==> config.mk <==
export PLATFORM = sky130hd
export DESIGN_NAME = scsi_cd_target
export DESIGN_NICKNAME = d
export VERILOG_FILES = /design/src/rtl/scsi_pkg.sv /design/src/rtl/byte_fifo.sv /design/src/rtl/scsi_cd_target.sv
export SDC_FILE = /design/constraint.sdc
export NUM_CORES = 1
export LEC_CHECK = 0
export BUFFER_PORTS_ARGS = -buffer_cell sky130_fd_sc_hd__buf_2
export CAP_MARGIN = 20
export CORE_UTILIZATION = 60
export CTS_CLUSTER_SIZE = 28
export DETAILED_ROUTE_END_ITERATION = 16
export GPL_ROUTABILITY_DRIVEN = 1
export HOLD_SLACK_MARGIN = 0.02
export PLACE_DENSITY = 0.86
export SKIP_CTS_REPAIR_TIMING = 1
export SLEW_MARGIN = 20
export SYNTH_ARGS = -nofsm -noshare
export SYNTH_HDL_FRONTEND = slang
export SYNTH_HIERARCHICAL = 1
export SYNTH_SLANG_ARGS = --single-unit
==> constraint.sdc <==
create_clock -name CLK -period 3.52 [get_ports CLK]
set_input_delay 0.352 -clock CLK [delete_from_list [all_inputs] [get_ports CLK]]
set_output_delay 0.352 -clock CLK [all_outputs]
set_load 0.01 [all_outputs]
==> src/rtl/scsi_pkg.sv <==
// Shared types and constants for the SCSI CD target.
// Holds the bus phase and sequencer state encodings, the CDB length decode and the status/message codes.
// No logic of its own; the helper function is purely combinational.
package scsi_pkg;

    // Bus phase as driven on {MSG, C/D, I/O}
    typedef enum logic [2:0] {
        PH_NONE     = 3'b000,
        PH_DATA_IN  = 3'b001,
        PH_COMMAND  = 3'b010,
        PH_STATUS   = 3'b011,
        PH_MSG_IN   = 3'b111
    } phase_e;

    // Sequencer states; *_REQ holds REQ until ACK, *_ACK waits for ACK release
    typedef enum logic [3:0] {
        ST_IDLE,
        ST_SELECT,
        ST_CMD_REQ,
        ST_CMD_ACK,
        ST_EXEC,
        ST_DATA_REQ,
        ST_DATA_ACK,
        ST_STAT_REQ,
        ST_STAT_ACK,
        ST_MSG_REQ,
        ST_MSG_ACK,
        ST_FREE
    } state_e;

    localparam logic [7:0] GOOD             = 8'h00;
    localparam logic [7:0] CHECK_CONDITION  = 8'h02;
    localparam logic [7:0] MSG_CMD_COMPLETE = 8'h00;

    localparam int CDB_MAX_BYTES = 12;

    // CDB length in bytes from the opcode group (opcode[7:5])
    function automatic logic [3:0] cdb_len(input logic [2:0] grp);
        logic [3:0] len;
        case (grp)
            3'd0, 3'd3, 3'd4: len = 4'd6;
            3'd5:             len = 4'd12;
            default:          len = 4'd10;
        endcase
        return len;
    endfunction

endpackage

==> src/rtl/byte_fifo.sv <==
// Generic synchronous FIFO holding the DATA IN bytes.
// Head is visible combinationally; a push is stored on the next edge.
// Writes while full and reads while empty are ignored; the owner decides what a drop means.
module byte_fifo #(
    parameter int DEPTH = 32,
    parameter int WIDTH = 8
) (
    input  logic             i_clk,
    input  logic             i_rst_n,
    input  logic             i_clr,
    input  logic             i_wr_en,
    input  logic [WIDTH-1:0] i_wr_dat,
    input  logic             i_rd_en,
    output logic             o_full,
    output logic             o_empty,
    output logic [WIDTH-1:0] o_head
);
    localparam int AW = $clog2(DEPTH);

    logic [AW:0]      r_wptr;
    logic [AW:0]      r_rptr;
    logic [WIDTH-1:0] r_mem [DEPTH];
    logic             w_push;
    logic             w_pop;

    // Pointers carry one extra wrap bit so full and empty differ only in the MSB
    assign o_empty = (r_wptr == r_rptr);
    assign o_full  = (r_wptr[AW] != r_rptr[AW]) && (r_wptr[AW-1:0] == r_rptr[AW-1:0]);
    assign w_push  = i_wr_en & ~o_full;
    assign w_pop   = i_rd_en & ~o_empty;
    assign o_head  = r_mem[r_rptr[AW-1:0]];

    // Pointer update; a synchronous clear empties the FIFO without touching storage
    always_ff @(posedge i_clk or negedge i_rst_n) begin
        if (!i_rst_n) begin
            r_wptr <= '0;
            r_rptr <= '0;
        end else if (i_clr) begin
            r_wptr <= '0;
            r_rptr <= '0;
        end else begin
            if (w_push) r_wptr <= r_wptr + 1'b1;
            if (w_pop)  r_rptr <= r_rptr + 1'b1;
        end
    end

    // Storage write; contents are don't-care until the pointers say otherwise
    always_ff @(posedge i_clk) begin
        if (w_push) r_mem[r_wptr[AW-1:0]] <= i_wr_dat;
    end

endmodule

==> src/rtl/scsi_cd_target.sv <==
// Target-side SCSI phase sequencer: selection, CDB collection, DATA IN from a byte FIFO, STATUS and MESSAGE IN.
// Each bus byte costs one REQ/ACK handshake plus two cycles of ACK synchroniser delay per edge.
// The initiator paces the bus via ACK; back-end bytes arriving while the FIFO is full are dropped and flagged.
module scsi_cd_target
    import scsi_pkg::*;
#(
    parameter int TARGET_ID  = 2,
    parameter int FIFO_DEPTH = 32
) (
    input  logic        CLK,
    input  logic        RESn,
    input  logic        SCSI_SEL,
    input  logic        SCSI_ACK,
    input  logic        SCSI_RST,
    input  logic [7:0]  SCSI_DB_I,
    output logic        SCSI_BSY,
    output logic        SCSI_REQ,
    output logic        SCSI_CD,
    output logic        SCSI_IO,
    output logic        SCSI_MSG,
    output logic [7:0]  SCSI_DB_O,
    output logic [95:0] COMMAND,
    output logic        COMM_SEND,
    input  logic        STAT_GET,
    input  logic [7:0]  STATUS,
    input  logic [7:0]  CD_DATA,
    input  logic        CD_WR,
    output logic        DATA_OVF
);
    logic r_sel_meta, r_sel_sync;
    logic r_ack_meta, r_ack_sync;
    logic r_rst_meta, r_rst_sync;

    state_e                       r_state;
    phase_e                       r_phase;
    logic                         r_bsy;
    logic                         r_req;
    logic                         r_comm_send;
    logic [7:0]                   r_db_o;
    logic [CDB_MAX_BYTES*8-1:0]   r_command;
    logic [3:0]                   r_cdb_len;
    logic [3:0]                   r_cdb_idx;
    logic [7:0]                   r_status;
    logic                         r_stat_pend;
    logic                         r_data_ovf;

    logic       w_open;
    logic       w_push;
    logic       w_pop;
    logic       w_full;
    logic       w_empty;
    logic [7:0] w_head;

    // Bring the initiator's asynchronous control lines into the CLK domain
    always_ff @(posedge CLK or negedge RESn) begin
        if (!RESn) begin
            r_sel_meta <= 1'b0;
            r_sel_sync <= 1'b0;
            r_ack_meta <= 1'b0;
            r_ack_sync <= 1'b0;
            r_rst_meta <= 1'b0;
            r_rst_sync <= 1'b0;
        end else begin
            r_sel_meta <= SCSI_SEL;
            r_sel_sync <= r_sel_meta;
            r_ack_meta <= SCSI_ACK;
            r_ack_sync <= r_ack_meta;
            r_rst_meta <= SCSI_RST;
            r_rst_sync <= r_rst_meta;
        end
    end

    // Back-end traffic is only meaningful once the command has been handed over
    always_comb begin
        w_open = 1'b0;
        case (r_state)
            ST_EXEC, ST_DATA_REQ, ST_DATA_ACK,
            ST_STAT_REQ, ST_STAT_ACK,
            ST_MSG_REQ, ST_MSG_ACK:  w_open = 1'b1;
            default:                 w_open = 1'b0;
        endcase
    end

    assign w_push = CD_WR & w_open;
    // Pop exactly once per byte: the cycle the synchronised ACK is first seen high against our REQ
    assign w_pop  = (r_state == ST_DATA_REQ) & r_req & r_ack_sync;

    byte_fifo #(
        .DEPTH (FIFO_DEPTH),
        .WIDTH (8)
    ) u_fifo (
        .i_clk    (CLK),
        .i_rst_n  (RESn),
        .i_clr    (r_rst_sync),
        .i_wr_en  (w_push),
        .i_wr_dat (CD_DATA),
        .i_rd_en  (w_pop),
        .o_full   (w_full),
        .o_empty  (w_empty),
        .o_head   (w_head)
    );

    // Bus phase sequencer; phase and data are set while REQ is low, REQ rises a cycle later
    always_ff @(posedge CLK or negedge RESn) begin
        if (!RESn) begin
            r_state     <= ST_IDLE;
            r_phase     <= PH_NONE;
            r_bsy       <= 1'b0;
            r_req       <= 1'b0;
            r_comm_send <= 1'b0;
            r_db_o      <= 8'h00;
            r_command   <= '0;
            r_cdb_len   <= 4'd6;
            r_cdb_idx   <= 4'd0;
        end else if (r_rst_sync) begin
            r_state     <= ST_IDLE;
            r_phase     <= PH_NONE;
            r_bsy       <= 1'b0;
            r_req       <= 1'b0;
            r_comm_send <= 1'b0;
            r_db_o      <= 8'h00;
            r_command   <= '0;
            r_cdb_len   <= 4'd6;
            r_cdb_idx   <= 4'd0;
        end else begin
            r_comm_send <= 1'b0;
            case (r_state)
                ST_IDLE: begin
                    if (r_sel_sync && SCSI_DB_I[TARGET_ID] && !r_bsy) begin
                        r_bsy     <= 1'b1;
                        r_command <= '0;
                        r_cdb_idx <= 4'd0;
                        r_cdb_len <= 4'd6;
                        r_state   <= ST_SELECT;
                    end
                end
                ST_SELECT: begin
                    if (!r_sel_sync) begin
                        r_phase <= PH_COMMAND;
                        r_state <= ST_CMD_REQ;
                    end
                end
                ST_CMD_REQ: begin
                    if (!r_req) begin
                        r_req <= 1'b1;
                    end else if (r_ack_sync) begin
                        r_command[{r_cdb_idx, 3'b000} +: 8] <= SCSI_DB_I;
                        if (r_cdb_idx == 4'd0) r_cdb_len <= cdb_len(SCSI_DB_I[7:5]);
                        r_cdb_idx <= r_cdb_idx + 4'd1;
                        r_req     <= 1'b0;
                        r_state   <= ST_CMD_ACK;
                    end
                end
                ST_CMD_ACK: begin
                    if (!r_ack_sync) begin
                        if (r_cdb_idx == r_cdb_len) begin
                            r_comm_send <= 1'b1;
                            r_state     <= ST_EXEC;
                        end else begin
                            r_state <= ST_CMD_REQ;
                        end
                    end
                end
                ST_EXEC: begin
                    // Buffered data always goes out before status
                    if (!w_empty) begin
                        r_phase <= PH_DATA_IN;
                        r_state <= ST_DATA_REQ;
                    end else if (r_stat_pend) begin
                        r_phase <= PH_STATUS;
                        r_db_o  <= r_status;
                        r_state <= ST_STAT_REQ;
                    end
                end
                ST_DATA_REQ: begin
                    if (!r_req) begin
                        r_db_o <= w_head;
                        r_req  <= 1'b1;
                    end else if (r_ack_sync) begin
                        r_req   <= 1'b0;
                        r_state <= ST_DATA_ACK;
                    end
                end
                ST_DATA_ACK: begin
                    if (!r_ack_sync) r_state <= ST_EXEC;
                end
                ST_STAT_REQ: begin
                    if (!r_req) begin
                        r_req <= 1'b1;
                    end else if (r_ack_sync) begin
                        r_req   <= 1'b0;
                        r_state <= ST_STAT_ACK;
                    end
                end
                ST_STAT_ACK: begin
                    if (!r_ack_sync) begin
                        r_phase <= PH_MSG_IN;
                        r_db_o  <= MSG_CMD_COMPLETE;
                        r_state <= ST_MSG_REQ;
                    end
                end
                ST_MSG_REQ: begin
                    if (!r_req) begin
                        r_req <= 1'b1;
                    end else if (r_ack_sync) begin
                        r_req   <= 1'b0;
                        r_state <= ST_MSG_ACK;
                    end
                end
                ST_MSG_ACK: begin
                    if (!r_ack_sync) r_state <= ST_FREE;
                end
                ST_FREE: begin
                    r_bsy   <= 1'b0;
                    r_phase <= PH_NONE;
                    r_db_o  <= 8'h00;
                    r_state <= ST_IDLE;
                end
                default: r_state <= ST_IDLE;
            endcase
        end
    end

    // Status latch and overflow flag live until the bus is released
    always_ff @(posedge CLK or negedge RESn) begin
        if (!RESn) begin
            r_status    <= GOOD;
            r_stat_pend <= 1'b0;
            r_data_ovf  <= 1'b0;
        end else if (r_rst_sync || (r_state == ST_FREE)) begin
            r_stat_pend <= 1'b0;
            r_data_ovf  <= 1'b0;
        end else begin
            if (STAT_GET && w_open) begin
                r_status    <= STATUS;
                r_stat_pend <= 1'b1;
            end
            if (w_push && w_full) r_data_ovf <= 1'b1;
        end
    end

    assign SCSI_BSY  = r_bsy;
    assign SCSI_REQ  = r_req;
    assign SCSI_MSG  = r_phase[2];
    assign SCSI_CD   = r_phase[1];
    assign SCSI_IO   = r_phase[0];
    assign SCSI_DB_O = r_db_o;
    assign COMMAND   = r_command;
    assign COMM_SEND = r_comm_send;
    assign DATA_OVF  = r_data_ovf;

endmodule

Yosys cells after proc, flatten, opt, wreduce, memory -nomap -nowiden --
Memory sizes are Yosys's and may differ from the RTL's. Index checks and enable logic that the tools add are counted. Widths: inputs -> output; s select.
Storage, ports and cells: logic and storage cells 172, memories 1, output and inout port bits 111, latch bits 0, RAM bits 256, memory bits (read-only) 0, flip-flop bits (word level) 150, input bits 31
Memory list:
- u_fifo.r_mem | depth 32, bits a word 8, rd ports 1, clocked after memory_dff 0, write ports 1, RTL line byte_fifo.sv:22 | logic [WIDTH-1:0] r_mem [DEPTH];
Operators by class: multiply operators 0, magnitude comparators 0, reduce and logical (&&, ||, !) cells 29, bitwise operators 8, multiplexer cells 71, add/sub/neg operators 4, shift-type cells 2, divide/modulo/power cells 0, equality and inequality tests 37
Operator list (count):
- $mux 96 | 4
- $pmux 96 s2 | 1
- $mux 4 | 26
- $bwmux 96 | 1
- $shift 8x9->96 const A | 1
- $shiftx 8x9->96 | 1
- $ne 3x3->1 const B | 17
- $pmux 4 s11 | 1
- $mux 8 | 5
- $pmux 8 s4 | 1
- $mux 6 | 4
- $pmux 4 s2 | 3
- $mux 3 | 6
- $mux 1 | 17
- $eq 4x3->1 const B | 4
- $eq 4x4->1 const B | 4
- $reduce_and 15->1 | 1
- $add 6x1->6 const B | 2
- $pmux 3 s4 | 1
- $reduce_and 5->1 | 2
- $reduce_bool 2->1 | 5
- $reduce_bool 5->1 | 2
- $neg 7->9 | 1
- $eq 4x2->1 const B | 2
- other kinds (24) | 39

Logic depth before layout (Yosys ltp) --
Gate-level depths: netlist of the first run.
word-level depth 8, depth in mapped cells 10, gate-level depth less buffers 8

By module --
Netlist of the first run, hierarchy kept.
By module, submodules not included:
- byte_fifo | cells an instance 492, area an instance 10636.5 um^2, instances 1
- scsi_cd_target | cells an instance 547, area an instance 6202.2 um^2, instances 1

Least setup slack after synthesis of the first run --
No wires, ideal clock.
kind register to register, start register u_fifo.r_rptr[0], end register r_db_o[0], in the netlist SCSI_DB_O[0], clock period less this slack 2.877 ns, slack 0.643 ns, required time 3.395 ns, cell stages (with the launch flop) 10, buffers on the path 1, data arrival time 2.753 ns, cell sequence dfrtp_1 clkbuf_1 xor2_1 a2111oi_2 and2_1 nor2_1 nor3b_1 o21ai_0 a221oi_2 mux2_2
Between the ends: elaborated cells between the ends (all ways) 7, those cells by class 2 x eq/ne; 3 x mux; 1 x reduce/logical; 1 x memory
RTL lines:
- start, declared | RTL line byte_fifo.sv:21 | logic [AW:0] r_rptr;
- start signal, assigned | RTL line byte_fifo.sv:43 | if (w_pop) r_rptr <= r_rptr + 1'b1;
- $eq 6x6->1 | RTL line byte_fifo.sv:27 | assign o_empty = (r_wptr == r_rptr);
- named net w_empty | RTL line scsi_cd_target.sv:51 | logic w_empty;
- $ne 3x2->1 (no source line)
- $reduce_and 5->1 (no source line)
- end signal, assigned | RTL line scsi_cd_target.sv:171 | r_db_o <= r_status;
- end signal, assigned | RTL line scsi_cd_target.sv:177 | r_db_o <= w_head;
- end, declared | RTL line scsi_cd_target.sv:39 | logic [7:0] r_db_o;
The timed path passes the listed nets, and every way through them passes these cells. The select of a mux whose other input is x is not followed. A chain may end at the register's enable or synchronous reset.

Final worst setup path of the first run --
start register r_state[3], end memory u_fifo.r_mem[20][3], enable pin
Between the ends: cells in the longest elaborated chain, start to end 7, elaborated cells between the ends (all ways) 13, those cells by class 7 x eq/ne; 3 x mux; 2 x bitwise; 1 x reduce/logical
RTL lines:
- start, declared | RTL line scsi_cd_target.sv:34 | state_e r_state;
- start signal, assigned | RTL line scsi_cd_target.sv:106 | r_state <= ST_IDLE;
- start signal, assigned | RTL line scsi_cd_target.sv:116 | r_state <= ST_IDLE;
- start signal, assigned | RTL line scsi_cd_target.sv:134 | r_state <= ST_SELECT;
- $eq 4x3->1 or $eq 4x4->1 (tied branches) | RTL line scsi_cd_target.sv:76 | case (r_state)
- $reduce_or 7->1 (*) | RTL line scsi_cd_target.sv:76
- $mux 1 (*) | RTL line scsi_cd_target.sv:76
- $and 1x1->1 (*) | RTL line scsi_cd_target.sv:84 | assign w_push = CD_WR & w_open;
- named net w_push | RTL line scsi_cd_target.sv:48 | logic w_push;
- $and 1x1->1 (*) | RTL line byte_fifo.sv:29 | assign w_push = i_wr_en & ~o_full;
- $mux 1 (*) | RTL line byte_fifo.sv:49 | if (w_push) r_mem[r_wptr[AW-1:0]] <= i_wr_dat;
- $mux 1 (implied by the code) (*) | RTL line byte_fifo.sv:49
- end, declared | RTL line byte_fifo.sv:22
Mark *: on every way through the listed nets, which the timed path passes. The rest lies on a longest branch.

==> results of run 1 <==
[worst max-delay path: cells and delay by family (launching register included)]
| family | cells | cell delay [ns] |
|---|---|---|
| and+or+nand+nor | 4 | 1.21 |
| AOI/OAI and AO/OA | 2 | 0.52 |
| DFF | 1 | 0.67 |
| buffers and inverters | 2 | 0.36 |
[metal layers]
metal / track usage, % / wire length (µm) / vias up
met5: 0 / 13 / -
met4: 11.5 / 1520 / 2
met3: 7.21 / 4720 / 139
met2: 50.3 / 21000 / 799
met1: 41.2 / 15900 / 5351
li1: - / - / 4396
[metrics by stage]
stage          worst slack, ns  util [%]  instances  area (µm²)
2_1_floorplan            0.643         -       1039       16800
3_3_place_gp             0.611      66.8       1558       18200
3_5_place_dp             0.525      66.8       1558       18200
4_1_cts                  0.490      71.7       1627       19500
5_1_grt                  0.233      71.8       1631       19600
6_report                 0.436      71.8       1631       19600
[power by group through the flow]
| stage | Combinational (mW) | Clock [mW] | Sequential [mW] |
|---|---|---|---|
| after floorplan | 0.557 | 0 | 5.27 |
| after global placement | 0.834 | 0 | 5.28 |
| after detailed placement | 0.856 | 0 | 5.28 |
| after CTS | 0.868 | 4.36 | 5.18 |
| after global routing | 0.964 | 4.53 | 5.19 |
| final | 0.895 | 4.30 | 5.19 |
[worst paths after layout]
kind | start | to | slack (ns) | depth (start not counted)
max reg2reg | r_state[3]$_DFFE_PN0P_ | u_fifo/r_mem[20][3]$_DFFE_PP_ | 0.44 | 8
min reg2reg | r_ack_meta$_DFF_PN0_ | r_ack_sync$_DFF_PN0_ | 0.35 | 0
min in group asynchronous | RESn | r_ack_sync$_DFF_PN0_ | 0.48 | 2
max in group asynchronous | RESn | COMMAND[20]$_DFFE_PN0P_ | 2.17 | 3
min | STATUS[2] | r_status[2]$_DFFE_PN0P_ | 0.04 | 2
max | r_state[3]$_DFFE_PN0P_ | u_fifo/r_mem[20][3]$_DFFE_PP_ | 0.44 | 8
[cell type report]
type                            instances  share of cell area, %
Timing Repair Buffer                  207                   6.29
Clock inverter                         14                   1.05
Sequential cell                       405                   58.3
Multi-Input combinational cell        547                   25.6
Clock buffer                           55                   5.71
Inverter                               31                  0.594
Tap cell                              372                   2.38
[synth_stat cells (all sizes together), types with 25 or more instances]
library cell,n
a22o,63
mux4,80
edfxtp,256
dfrtp,147
nand2,71
mux2,25
clkbuf,31
buf,25
inv,31
nor2,70
mux2i,35
o21ai,25
[cells by family (layout without fill, tap and decap cells)]
logic type,after synthesis,in the layout
AO/OA/AOI/OAI,150,150
XOR/XNOR,18,18
adder cells (fa/ha/maj),9,9
buffers and inverters,87,307
flip-flops,405,405
multiplexers,140,140
AND/OR/NAND/NOR,230,230
[flip-flops by register name (all words and copies together), names as in the netlist, 3 cells and up]
name and count:
COMMAND 96, SCSI_DB_O 8, r_cdb_idx 4, r_cdb_len 3, r_phase 3, r_state 4, r_status 8, u_fifo/r_mem 256
u_fifo/r_rptr 6, u_fifo/r_wptr 6
==> impl_metrics.py, run 1 <==
metrics = {
    "synth": {
        "synth_ff_type": "edfxtp_1",
        "yosys_warnings": 6,
        "synth_compound_area_share_pct": 6.98,
        "synth_top_area_share_pct": 45.7,
        "synth.distinct_cells": 76,
        "synth_xor_area_share_pct": 0.936,
        "ys_seq_area_share_pct": 67.8,
        "synth_edf_count": 256,
        "synth_top_family_by_area": "multiplexers",
        "async_flop_share_pct": 36.8,
        "synth_nets": 1079,
        "syn_area_um2": 16800,
        "synth.avg_cell_area_um2": 16.2,
        "synth.top_cells.by_area": "edfxtp_1 46%, dfrtp_1 22%, mux4_2 11%, a22o_1 3.3%, mux2i_1 2.1%",
        "synthCells": 1039,
        "synth_fa_ha_area_share_pct": 0.669,
        "synth_seq_cells": 405,
        "synth_top_cell_by_area": "edfxtp_1",
        "synthSimpleGateAreaFrac_pct": 6.76,
        "synth.area.mux_share_pct": 14.5,
    },
    "worst_setup_path": {
        "path_cells": "nor2b_1, a21oi_1, nor2b_1, inv_1, a21oi_1, nand2_1, nor2_1, buf_4",
        "cp-start-kind": "flop",
        "cp_max_fo": 18,
        "slowest_stage": "dfrtp_1",
        "worstPathArrival_ns": 3.32,
        "cp-end-kind": "flop",
        "crit_required_ns": 3.76,
        "cpPeakStageDelay_ns": 0.67,
        "worst-setup-path-type": "flop to flop",
    },
    "route": {
        "drc_errors": 0,
        "viasPerCell": 6.55,
        "drt_pre_antenna_iters": 6,
        "drt-total-wl_um": 43200,
        "drtIter0Drc": 1440,
        "routedWlPerCell_um": 26.5,
        "vias": 10700,
        "ant_nets": 0,
    },
    "die": {
        "die_x_um": 170,
        "rows": 60,
        "die_y_um": 170,
        "start_util_pct": 61.8,
        "io_pins": 142,
        "core_um2": 27300,
        "design.die.area_um2": 28700,
    },
    "global_routing": {
        "grt_usage_pct": 31.0,
        "antenna_found_initial": 1,
        "first_global_vias": 10500,
        "grt.overflow.total": 0,
        "grt_max_degree": 121,
        "grt_pass1_wl_um": 65200,
    },
    "place": {
        "hpwl_um": 26200,
        "io_buffer_count": 141,
        "place.gp.congestion": 0.891,
    },
    "finish": {
        "seqCellArea_um2": 11400,
        "mostFrequentLayoutCells": "256 x edfxtp_1, 145 x dfrtp_1, 140 x buf_2",
        "final_nets": 1272,
        "area_growth_syn_to_layout_pct": 16.3,
        "num-fill-cells": 1607,
        "n_antenna_cell": 0,
        "multiInputGateArea_um2": 5020,
        "final_common_cell": "edfxtp_1",
        "drive_gt1_share_pct": 30.9,
    },
    "cts": {
        "clock_latency_ns": 0.54,
        "clk_pin_slew_worst_paths_ns": 0.06,
        "cts_buffers": 40,
        "cts_sinks": 405,
        "htree_levels": 2,
        "cts_root_buffer": "clkbuf_16",
        "clockBufferDepth": 3,
        "cts_tree": "yes",
    },
    "pwr": {
        "swShare_pct": 23.8,
        "leakagePower_nw": 7.70,
        "power_switching_mw": 2.47,
        "power.density_nw_per_um2": 530,
        "seqPwrFrac_pct": 49.9,
        "vdd_drop_max_uv": 472,
        "p_int_mw": 7.92,
        "pwr-share-clk_pct": 41.4,
        "p_total_mw": 10.4,
        "comb_power_share_pct": 8.6,
    },
    "min_path": {
        "holdCritPathClass": "input pin to flop",
    },
    "sta": {
        "hold-worst-slack_ns": 0.0375,
        "max_slew_margin_pct": 32.2,
        "fin_crit_sh_pct": 87.6,
        "tns_ns": 0,
        "worst_clock_skew_ns": 0.0232,
        "final_max_slew_viol_count": 0,
        "setup_viol": 0,
        "worst_pin_slew_ns": 1.01,
        "fin_crit_ns": 3.08,
        "rsz0062_at_grt": "false",
        "fmax_mhz": 324,
        "finalHoldViolCount": 0,
    },
    "run": {
        "drv_cap": 0,
    },
    "run_status": {
        "status": "complete, no violations",
    },
}
(Power assumes the default switching activity.)
==> run 2: changes to the inputs <==
- CORE_UTILIZATION: 60 -> 32
- PLACE_DENSITY: 0.86 -> 0.56
- SLEW_MARGIN: 20 -> 30
- clock period: 3.52 -> 2.55 ns (I/O delays scaled with it)
==> run 2 against run 1 <==
The flow now finishes with violations (negative setup slack). Non-clock buffer count increased by 58. Design area up 6.7%. Critical path depth fell by 1. Worst hold slack improved by 0.051 ns.
==> impl_metrics.py, run 2 (synthesis gave the netlist of run 1 again) <==
metrics = {
    "die": {
        "design.die.area_um2": 53500,
        "rows": 83,
        "core_um2": 51600,
        "start_util_pct": 32.6,
        "die_x_um": 231,
        "die_y_um": 231,
        "io_pins": 142,
    },
    "cts": {
        "clock_latency_ns": 0.58,
        "htree_levels": 2,
        "cts_buffers": 42,
        "clk_pin_slew_worst_paths_ns": 0.06,
        "cts_root_buffer": "clkbuf_16",
        "cts_tree": "yes",
        "cts_sinks": 405,
        "clockBufferDepth": 3,
    },
    "finish": {
        "mostFrequentLayoutCells": "256 x edfxtp_1, 143 x dfrtp_1, 140 x buf_2",
        "largest_reg_flops": 256,
        "final_nets": 1332,
        "n_antenna_cell": 0,
        "num-fill-cells": 4708,
        "final_common_cell": "edfxtp_1",
        "final_util_pct": 40.5,
        "final_cells": 2004,
        "final_area_um2": 20900,
        "drive_gt1_share_pct": 34.7,
        "area_growth_syn_to_layout_pct": 24.1,
    },
    "route": {
        "routedWlPerCell_um": 22.2,
        "viasPerCell": 5.08,
        "drt_pre_antenna_iters": 5,
        "ant_nets": 0,
        "vias": 10200,
        "drt-total-wl_um": 44500,
        "drtIter0Drc": 797,
        "drc_errors": 0,
    },
    "sta": {
        "rsz0062_at_grt": "true",
        "worst_pin_slew_ns": 0.659,
        "max_slew_margin_pct": 56.1,
        "fin_crit_sh_pct": 104,
        "fmax_mhz": 377,
        "setup_viol": 8,
        "setup_ws_ns": -0.106,
        "worst_clock_skew_ns": 0.0460,
        "hold-worst-slack_ns": 0.0888,
        "fin_crit_ns": 2.66,
        "tns_ns": -0.704,
        "final_max_slew_viol_count": 0,
        "finalHoldViolCount": 0,
    },
    "global_routing": {
        "first_global_vias": 10400,
        "use_met2_pct": 26.6,
        "grt.met3_usage_pct": 3.20,
        "antenna_found_initial": 0,
        "grt_pass1_wl_um": 66100,
        "grt_usage_pct": 16.5,
        "grt.overflow.total": 0,
        "met1_usage_pct": 22.5,
        "grt_max_degree": 64,
        "busiest_layer": "met2",
    },
    "place": {
        "dp_cells": 1907,
        "io_buffer_count": 141,
        "hpwl_um": 29400,
        "placed_cell_area_um2": 19100,
        "place.gp.congestion": 0.809,
        "dp_slack_ns": -0.172,
    },
    "run": {
        "drv_cap": 0,
    },
    "pwr": {
        "pwr-share-clk_pct": 42.7,
        "p_int_mw": 11.3,
        "swShare_pct": 24.2,
        "vdd_drop_max_uv": 513,
        "leakagePower_nw": 8.16,
        "seqPwrFrac_pct": 48.1,
        "power_switching_mw": 3.59,
        "comb_power_share_pct": 9.2,
        "power.density_nw_per_um2": 710,
        "p_total_mw": 14.8,
    },
    "min_path": {
        "hp-start": "SCSI_DB_I[2]",
        "holdCritPathClass": "input pin to flop",
    },
    "worst_setup_path": {
        "cp-end-kind": "flop",
        "worst-setup-path-type": "flop to flop",
        "cp_max_fo": 7,
        "crit_start": "u_fifo/r_rptr[0]$_DFFE_PN0P_",
        "crit_required_ns": 2.99,
        "cp-start-kind": "flop",
        "reg2reg_from": "u_fifo/r_rptr[0]$_DFFE_PN0P_",
        "worstPathArrival_ns": 3.10,
    },
    "run_status": {
        "status": "finished, violations left",
        "violations": "negative setup slack",
    },
}
==> run 2: cell count changes in the layout (fill, tap and decap cells not counted), moves of 3 or more <==
cell	previous run	this run
buf_12	1	14
clkbuf_8	7	4
buf_6	0	3
buf_4	61	91
mux2_2	24	19
dlygate4sd3_1	4	12
clkinv_2	1	7
mux2_4	0	5
clkbuf_16	40	45
==> run 2: layer usage <==
metal | routed length (µm) | vias to the layer above | part of all wire, %
met3 | 2910 | 57 | 6.5
li1 | - | 4522 | -
met5 | 0 | - | 0
met2 | 21200 | 329 | 48
met4 | 819 | 0 | 1.8
met1 | 19600 | 5272 | 44
==> run 2: worst max-delay path, stage by stage (launching register included) <==
cell,delay (ns)
dfrtp_4,0.45
buf_4,0.18
clkbuf_16,0.19
mux4_2,0.51
mux4_2,0.47
mux2_2,0.28
a22o_1,0.21
mux2_2,0.26
==> run 2: power by group through the flow <==
stage / Combinational (mW) / Clock [mW] / Sequential (mW)
after floorplan: 0.770 / 0 / 7.28
after global placement: 1.32 / 0 / 7.27
after detailed placement: 1.35 / 0 / 7.28
after CTS: 1.35 / 6.50 / 7.14
after global routing: 1.50 / 6.74 / 7.15
final: 1.37 / 6.34 / 7.14
==> run 2: path summary, 6_finish.rpt <==
check,to,slack [ns],cells after the start
min reg2reg,r_rst_sync$_DFF_PN0_,0.34,0
min,COMMAND[42]$_DFFE_PN0P_,0.09,3
min in group asynchronous,SCSI_DB_O[7]$_DFFE_PN0P_,0.18,2
max,SCSI_DB_O[2]$_DFFE_PN0P_,-0.11,7
max in group asynchronous,r_cdb_len[2]$_DFFE_PN1P_,1.57,3
max reg2reg,SCSI_DB_O[2]$_DFFE_PN0P_,-0.11,7
==> run 2: area by class of cell <==
cell class / instances / area [µm²] / share of cell area [%]
timing repair buffer: 265 / 1950 / 9.32
clock buffer: 55 / 1140 / 5.45
sequential: 405 / 11400 / 54.7
tap: 680 / 851 / 4.07
clock inverter: 21 / 303 / 1.45
multi-input combinational: 547 / 5110 / 24.5
inverter: 31 / 116 / 0.557
